File: src/rtl/hazard_fwd_unit.sv
`default_nettype none
// ============================================================================
//  Module      : hazard_fwd_unit
//  Description : Hazard detection and operand-forwarding controller for the
//                in-order integer pipeline. Tracks in-flight destination
//                registers in a shadow scoreboard, stalls decode on load-use
//                hazards and emits per-operand forwarding selects aligned to
//                the execute stage.
//  Revision    : 1.0 - initial release
// ============================================================================
module hazard_fwd_unit #(
    parameter int REG_W    = 5,
    parameter int NSRC     = 2,
    parameter int DEPTH    = 3,
    parameter int LOAD_LAT = 1,
    parameter int SEL_W    = $clog2(DEPTH + 1)
) (
    input  logic                    clock,
    input  logic                    reset,
    input  logic                    id_valid,
    input  logic [NSRC*REG_W-1:0]   id_rs,
    input  logic [NSRC-1:0]         id_rs_used,
    input  logic [REG_W-1:0]        id_rd,
    input  logic                    id_regwrite,
    input  logic                    id_is_load,
    input  logic                    flush,
    input  logic                    ext_hold,
    output logic                    stall,
    output logic [NSRC*SEL_W-1:0]   ex_fwd_sel,
    output logic                    ex_valid,
    output logic [15:0]             stall_count
);

    // Scoreboard: entry k describes the instruction k stages beyond decode.
    logic                   r_sb_v  [1:DEPTH];
    logic [REG_W-1:0]       r_sb_rd [1:DEPTH];
    logic                   r_sb_ld [1:DEPTH];

    logic [NSRC*SEL_W-1:0]  r_ex_fwd_sel;
    logic                   r_ex_valid;
    logic [15:0]            r_stall_count;

    logic [NSRC-1:0]        w_haz_vec;
    logic [NSRC*SEL_W-1:0]  w_sel;
    logic                   w_stall;
    logic                   w_bubble;

    for (genvar gi = 0; gi < NSRC; gi++) begin : g_src
        logic [REG_W-1:0] w_rs;
        logic             w_hit;
        logic [SEL_W-1:0] w_k;
        logic             w_ld_hit;
        logic             w_near;

        assign w_rs = id_rs[gi*REG_W +: REG_W];

        // Find the nearest real writer of this operand; scanning far-to-near
        // lets the nearest match overwrite any farther one.
        always_comb begin
            w_hit    = 1'b0;
            w_k      = '0;
            w_ld_hit = 1'b0;
            w_near   = 1'b0;
            for (int k = DEPTH; k >= 1; k--) begin
                if (id_valid && id_rs_used[gi] && r_sb_v[k] &&
                    (r_sb_rd[k] != '0) && (r_sb_rd[k] == w_rs)) begin
                    w_hit    = 1'b1;
                    w_k      = SEL_W'(k);
                    w_ld_hit = r_sb_ld[k];
                    w_near   = (k <= LOAD_LAT);
                end
            end
        end

        // A load whose data is not yet on a bus blocks forwarding entirely.
        assign w_haz_vec[gi] = w_hit & w_ld_hit & w_near;
        assign w_sel[gi*SEL_W +: SEL_W] = (w_hit && !w_haz_vec[gi]) ? w_k : '0;
    end

    // Flush discards the consumer, so a pending hazard is moot; reset
    // forces stall low even before the cleared state propagates.
    assign w_stall  = (|w_haz_vec) & ~flush & ~reset;
    assign w_bubble = flush | w_stall;

    // Scoreboard advance, EX-stage select registers and stall counter.
    always_ff @(posedge clock or posedge reset) begin
        if (reset) begin
            for (int k = 1; k <= DEPTH; k++) begin
                r_sb_v[k]  <= 1'b0;
                r_sb_rd[k] <= '0;
                r_sb_ld[k] <= 1'b0;
            end
            r_ex_fwd_sel  <= '0;
            r_ex_valid    <= 1'b0;
            r_stall_count <= 16'd0;
        end else if (!ext_hold) begin
            for (int k = DEPTH; k >= 2; k--) begin
                r_sb_v[k]  <= r_sb_v[k-1];
                r_sb_rd[k] <= r_sb_rd[k-1];
                r_sb_ld[k] <= r_sb_ld[k-1];
            end
            if (w_bubble) begin
                r_sb_v[1]    <= 1'b0;
                r_sb_rd[1]   <= '0;
                r_sb_ld[1]   <= 1'b0;
                r_ex_fwd_sel <= '0;
                r_ex_valid   <= 1'b0;
            end else begin
                r_sb_v[1]    <= id_valid & id_regwrite;
                r_sb_rd[1]   <= id_rd;
                r_sb_ld[1]   <= id_is_load;
                r_ex_fwd_sel <= w_sel;
                r_ex_valid   <= id_valid;
            end
            if (w_stall && (r_stall_count != 16'hFFFF)) begin
                r_stall_count <= r_stall_count + 16'd1;
            end
        end
    end

    assign stall       = w_stall;
    assign ex_fwd_sel  = r_ex_fwd_sel;
    assign ex_valid    = r_ex_valid;
    assign stall_count = r_stall_count;

endmodule
`default_nettype wire
File: config.mk
export PLATFORM = sky130hd
export DESIGN_NAME = hazard_fwd_unit
export DESIGN_NICKNAME = d
export VERILOG_FILES = /design/src/rtl/hazard_fwd_unit.sv
export SDC_FILE = /design/constraint.sdc
export NUM_CORES = 1
export LEC_CHECK = 0
export ABC_CLOCK_PERIOD_IN_PS = 5800
export BUFFER_PORTS_ARGS = -buffer_cell sky130_fd_sc_hd__buf_2
export CORE_ASPECT_RATIO = 0.7
export CORE_UTILIZATION = 45
export DETAILED_ROUTE_END_ITERATION = 12
export PLACE_DENSITY = 0.68
export SYNTH_ARGS = -nofsm -noshare
export SYNTH_HDL_FRONTEND = slang
export SYNTH_SLANG_ARGS = --single-unit
File: constraint.sdc
create_clock -name clock -period 5.8 [get_ports clock]
set_input_delay 0.87 -clock clock [delete_from_list [all_inputs] [get_ports clock]]
set_output_delay 0.87 -clock clock [all_outputs]
set_load 0.02 [all_outputs]
==> flow_metrics.tcl, run 1 <==
set metrics [dict create \
    synthCells 197 \
    synthArstFlopShare 1.00 \
    antenna_cells 0 \
    synth_edf_count 0 \
    hold_path.class "flip-flop to flip-flop" \
    setup_tns_ns 0 \
    synth-seq-cells 40 \
    syn-num-nets 222 \
    port_buffers 45 \
    drc 0 \
    timing.critical_path.buf_inv 2 \
    setup_ws_ns 2.37 \
    final_util 0.541 \
    initial_core_util 0.470 \
    period_needed_ns 3.43 \
    crit_path_top_delay_cell "nor4_1" \
    finalNetCount 268 \
    pre_cts_slack_ns 2.42 \
    grt_max_degree 43 \
    fp.dieH_um 61.1 \
    cp_max_fo 17 \
    path_clk_slew_ns 0.07 \
    cts_made_buffers 5 \
    critPathRequiredTime_ns 4.93 \
    fp.dieW_um 86.5 \
    core_mm2 0.00478 \
    syn_avg_cell_area_um2 11.4 \
    status "complete, no violations" \
    synth-seq-area-share 0.445 \
    crit_arrival_ns 2.56 \
    grt_pass1_wl_um 7980 \
    drive_gt1_frac 0.317 \
    synth_ff_type "dfrtp_1" \
    cts_hold_buf 0 \
    drtIter0Drc 116 \
    finalHoldViolations 0 \
    grt_antenna_before_repair 0 \
    tightest_slew_ns 1.17 \
    routed_wl_um 4910 \
    peakVddDrop_v 0.000130 \
    power_leakage_nw 1.20 \
    critPathKind "input port to primary output" \
    ant_nets 0 \
    ctsResizeCount 0 \
    pin_count 46 \
    layout-area-overhead-vs-synth_pct 15.0 \
    ys_warn_count 0 \
    cpPeakStageDelay_ns 0.54 \
    cp_common_cell "buf_2" \
    synth_common_cells "40 x dfrtp_1, 31 x xnor2_1, 13 x nand4_1, 13 x xor2_1, 12 x mux2_2" \
    die_area_mm2 0.00528 \
    rsz0062_at_grt "false" \
    insertion_delay_ns 0.28 \
    cts_tree "yes" \
    rows 21 \
    first_global_vias 1529 \
    synth_area_mm2 0.00225 \
    end_kind "primary output" \
    cts_sinks 40 \
    cts_buffer_depth 2 \
    post-synth-top-count-cell "dfrtp_1" \
    avgViaCountPerCell 5.39 \
    dpl.hpwl_um 3730 \
    cp_top_family "simple AND/OR/NAND/NOR gates" \
    wl_per_cell_um 15.7 \
    power_density_mw_per_mm2 222 \
    synthTopCellsByArea "dfrtp_1 45%, xnor2_1 12%, mux2_2 6.0%, xor2_1 5.1%, nand4_1 3.6%" \
    finalCritPeriodShare 0.591 \
    skew_ns 0.00750 \
    synth_cell_types 40 \
    root_buffer "clkbuf_8" \
    synth_top_area_frac 0.445 \
    slew_headroom 0.218 \
    clock.fmax_mhz 292 \
    setup_violations 0 \
    grt.overflow.total 0 \
    start_kind "input port" \
    maxSlewViolCount 0 \
    post_cts_buffers 0 \
    dr.pass1.iters 4 \
    cts_htree_levels 2 \
    vias 1681 \
    drv_cap 0 \
    place_congestion 0.918 \
    path_cells "buf_2, xor2_1, nor4_1, a32o_2, nand2_1, nor2_1, buf_2" \
    synth.largest_area_cell "dfrtp_1" \
    grt_use_total 0.201 \
]
cell usage in the layout, fill, tap and decap left out, drive strengths merged:
cell type  synthesis  routed
buf                4      46
dfrtp             40      40
xnor2             31      31
mux2              14      14
xor2              13      13
nand4             13      13
nand3             11      11
nand2              9       9
a22o               9       9
and3               8       8
nor4               6       6
nor2               5       5
clkbuf             3       5
or4                5       5
a32o               4       4
nor3               3       3
and2               2       2
inv                2       2
a31o               2       2
o21ai              2       2
o2111ai            1       1
a2111oi            1       1
or2                1       1
o21a               1       1
a21boi             1       1
nand2b             1       1
a211oi             1       1
nor4bb             1       1
o41ai              1       1
and4b              1       1
ha                 1       1
clkinvlp           0       1
clkinv             0       1
routing by layer:
layer  vias up  global-route usage  part of all wire
met5         -                   0                 0
met4         0              0.0357            0.0073
met3         4              0.0523             0.059
met2        60               0.266              0.39
met1       792               0.325              0.55
li1        825                   -                 -
registers in the layout, indices dropped and copies added (netlist names):
signal	cells
stall_count	16
ex_fwd_sel	4
ex_valid	1
r_sb_ld	1
r_sb_rd	15
r_sb_v	3
cells by family after synthesis:
logic type      share of synthesized area
compound gates                      0.102
xor+xnor                            0.171
fa+ha+maj                         0.00557
buf+inv                            0.0312
flops                               0.445
mux                                0.0702
simple gates                        0.174
power breakdown:
part | switching [W] | internal (W) | leakage, nW
Clock | 0.0000917 | 0.0000814 | 0.0400
Sequential | 0.0000254 | 0.000293 | 0.542
Combinational | 0.0000394 | 0.0000435 | 0.618
final timing paths:
check / from / end / slack (ns) / cells past startpoint
setup / recovery: id_rs[4] / stall / 2.37 / 7
hold / removal: ex_fwd_sel[3] / ex_fwd_sel[3] / 0.50 / 1
setup reg to reg: stall_count[0] / stall_count[1] / 3.15 / 6
hold reg to reg: ex_fwd_sel[3] / ex_fwd_sel[3] / 0.50 / 1
max in group asynchronous: reset / ex_fwd_sel[2] / 4.73 / 3
min in group asynchronous: reset / stall_count[1] / 0.70 / 3
layout make-up:
type	instances	area, um2
Timing Repair Buffer	46	233
Tap cell	69	86.3
Multi-Input combinational cell	148	1180
Clock inverter	2	12.5
Sequential cell	40	1000
Fill cell	458	2200
Inverter	2	7.51
Clock buffer	5	68.8
per-stage QoR:
stage / cell area [um2] / hold slack, ns / total power, W / cells
after detailed placement: 2500 / 0.485 / 0.000406 / 305
after floorplan: 2250 / 0.476 / 0.000377 / 197
final: 2580 / 0.498 / 0.000574 / 312
after CTS: 2580 / 0.502 / 0.000583 / 312
after global placement: 2500 / 0.477 / 0.000405 / 305
after global routing: 2580 / 0.518 / 0.000605 / 312
Power figures use the tool's default switching activity.
==> inputs of run 2 (changes only) <==
--- a/config.mk
+++ b/config.mk
@@ -5,12 +5,12 @@
 export SDC_FILE = /design/constraint.sdc
 export NUM_CORES = 1
 export LEC_CHECK = 0
-export ABC_CLOCK_PERIOD_IN_PS = 5800
+export ABC_CLOCK_PERIOD_IN_PS = 2800
 export BUFFER_PORTS_ARGS = -buffer_cell sky130_fd_sc_hd__buf_2
 export CORE_ASPECT_RATIO = 0.7
 export CORE_UTILIZATION = 45
 export DETAILED_ROUTE_END_ITERATION = 12
-export PLACE_DENSITY = 0.68
+export PLACE_DENSITY = 0.7
 export SYNTH_ARGS = -nofsm -noshare
 export SYNTH_HDL_FRONTEND = slang
 export SYNTH_SLANG_ARGS = --single-unit
==> constraint.sdc (replaced) <==
create_clock -name clock -period 2.8 [get_ports clock]
set_input_delay 0.42 -clock clock [delete_from_list [all_inputs] [get_ports clock]]
set_output_delay 0.42 -clock clock [all_outputs]
set_load 0.02 [all_outputs]
==> run 2 against run 1 <==
  * Total power increased by 130%
  * Sequential cell count unchanged
  * Count of clock-buffer cells in the layout unchanged
  * Routed wire length decreased by 2.3%
  * Clock power increased to 2.7 times the previous value
  * Worst setup slack got worse by 2.0 ns
  * Register-to-register slack got worse by 2.5 ns
  * Final cell count increased by 1.3%
  * Sequential power increased by 110%
  * Critical path type is now flip-flop to primary output
==> flow_metrics.tcl, run 2 (synthesized netlist as in run 1, its figures left out) <==
set metrics [dict create \
    largest_reg_flops 16 \
    finalNetCount 271 \
    power_leakage_nw 1.23 \
    critPathRequiredTime_ns 2.38 \
    start_kind "flip-flop" \
    final_common_cell "buf_2" \
    drtIter0Drc 117 \
    grt_antenna_before_repair 0 \
    status "complete, no violations" \
    pin_count 46 \
    total_power_w 0.00130 \
    routed_wl_um 4800 \
    finalHoldViolations 0 \
    drv_cap 0 \
    wl_per_cell_um 15.2 \
    holdCritStartpoint "id_rd[1]" \
    drive_gt1_frac 0.328 \
    root_buffer "clkbuf_8" \
    drc 0 \
    cts_hold_buf 0 \
    post_cts_buffers 0 \
    antenna_cells 0 \
    seqCellArea_mm2 0.00100 \
    multi_input_area_mm2 0.00118 \
    grt_use_total 0.194 \
    end_kind "primary output" \
    r2r-start "r_sb_rd[12]" \
    grt_max_degree 41 \
    power_density_mw_per_mm2 492 \
    finalCritPeriodShare 0.871 \
    grt_pass1_wl_um 7620 \
    crit_arrival_ns 2.02 \
    crit_path_top_delay_cell "or4_4" \
    rsz0062_at_grt "false" \
    skew_ns 0.00914 \
    hold_path.class "input port to flip-flop" \
    path_clk_slew_ns 0.08 \
    dr.pass1.iters 4 \
    setup_violations 0 \
    ctsResizeCount 0 \
    cp_max_fo 5 \
    ant_nets 0 \
    rows 21 \
    initial_core_util 0.470 \
    rrSetupSlack_ns 0.68 \
    place_congestion 0.886 \
    cts_htree_levels 2 \
    setup_tns_ns 0 \
    cpPeakStageDelay_ns 0.58 \
    core_mm2 0.00478 \
    maxSlewViolCount 0 \
    cts_buffer_depth 2 \
    grt.overflow.total 0 \
    cp-startpoint "r_sb_rd[14]" \
    fp.dieH_um 61.1 \
    pre_cts_slack_ns 0.621 \
    dpl.hpwl_um 3610 \
    cts_sinks 40 \
    clock.fmax_mhz 410 \
    setup_ws_ns 0.362 \
    port_buffers 45 \
    peakVddDrop_v 0.000194 \
    tightest_slew_ns 0.507 \
    cts_made_buffers 5 \
    period_needed_ns 2.44 \
    fin_cells 316 \
    slew_headroom 0.662 \
    critPathKind "flip-flop to primary output" \
    fp.dieW_um 86.5 \
    place_inst 308 \
    first_global_vias 1552 \
    vias 1703 \
    final_cell_mix "45 x buf_2, 40 x dfrtp_1, 31 x xnor2_1" \
    avgViaCountPerCell 5.39 \
    fill_cells 439 \
    cts_tree "yes" \
    insertion_delay_ns 0.30 \
    path_cells "or4_4, o21a_4, and3_4, nand2_1, nor2_1, buf_2" \
    layout-area-overhead-vs-synth_pct 17.4 \
    die_area_mm2 0.00528 \
]
[run 2: worst paths after layout]
kind                              endpoint  depth (start not counted)
setup / recovery                     stall                          6
hold / removal                 r_sb_rd[11]                          2
setup reg to reg           stall_count[15]                          6
hold reg to reg              ex_fwd_sel[1]                          1
max in group asynchronous    ex_fwd_sel[3]                          3
min in group asynchronous  stall_count[13]                          3
[run 2: metrics by stage]
stage               area, um2  utilization  hold slack [ns]
floorplan                2250            -            0.476
global placement         2530        0.528            0.471
detailed placement       2530        0.528            0.474
CTS                      2640        0.552            0.325
global route             2640        0.552            0.331
finish                   2640        0.552            0.334
[run 2: area by class of cell]
class,instances,area share
multi-input cells,148,0.446
flip-flops and latches,40,0.380
well taps,69,0.0327
inverters,2,0.00285
clock buffers,5,0.0261
clock inverters,3,0.0161
repair buffers,49,0.0968
[run 2: power by group]
part / internal [W] / leakage [nW] / switching (W)
Combinational: 0.0000914 / 0.633 / 0.0000825
Sequential: 0.000607 / 0.542 / 0.0000481
Clock: 0.000264 / 0.0541 / 0.000204
[run 2: worst max-delay path, delay by kind of cell, from the launching register on]
family / cells / cell delay (ns)
AO/OA/AOI/OAI: 1 / 0.23
buffers and inverters: 1 / 0.15
flip-flops: 1 / 0.46
AND/OR/NAND/NOR: 4 / 0.89
[run 2: routing by layer]
layer  track usage  vias to the layer above  share of wire
li1              -                      829              -
met1         0.296                      817           0.53
met2         0.268                       50           0.40
met3        0.0442                        7          0.051
met4        0.0714                        0          0.015
met5             0                        -              0
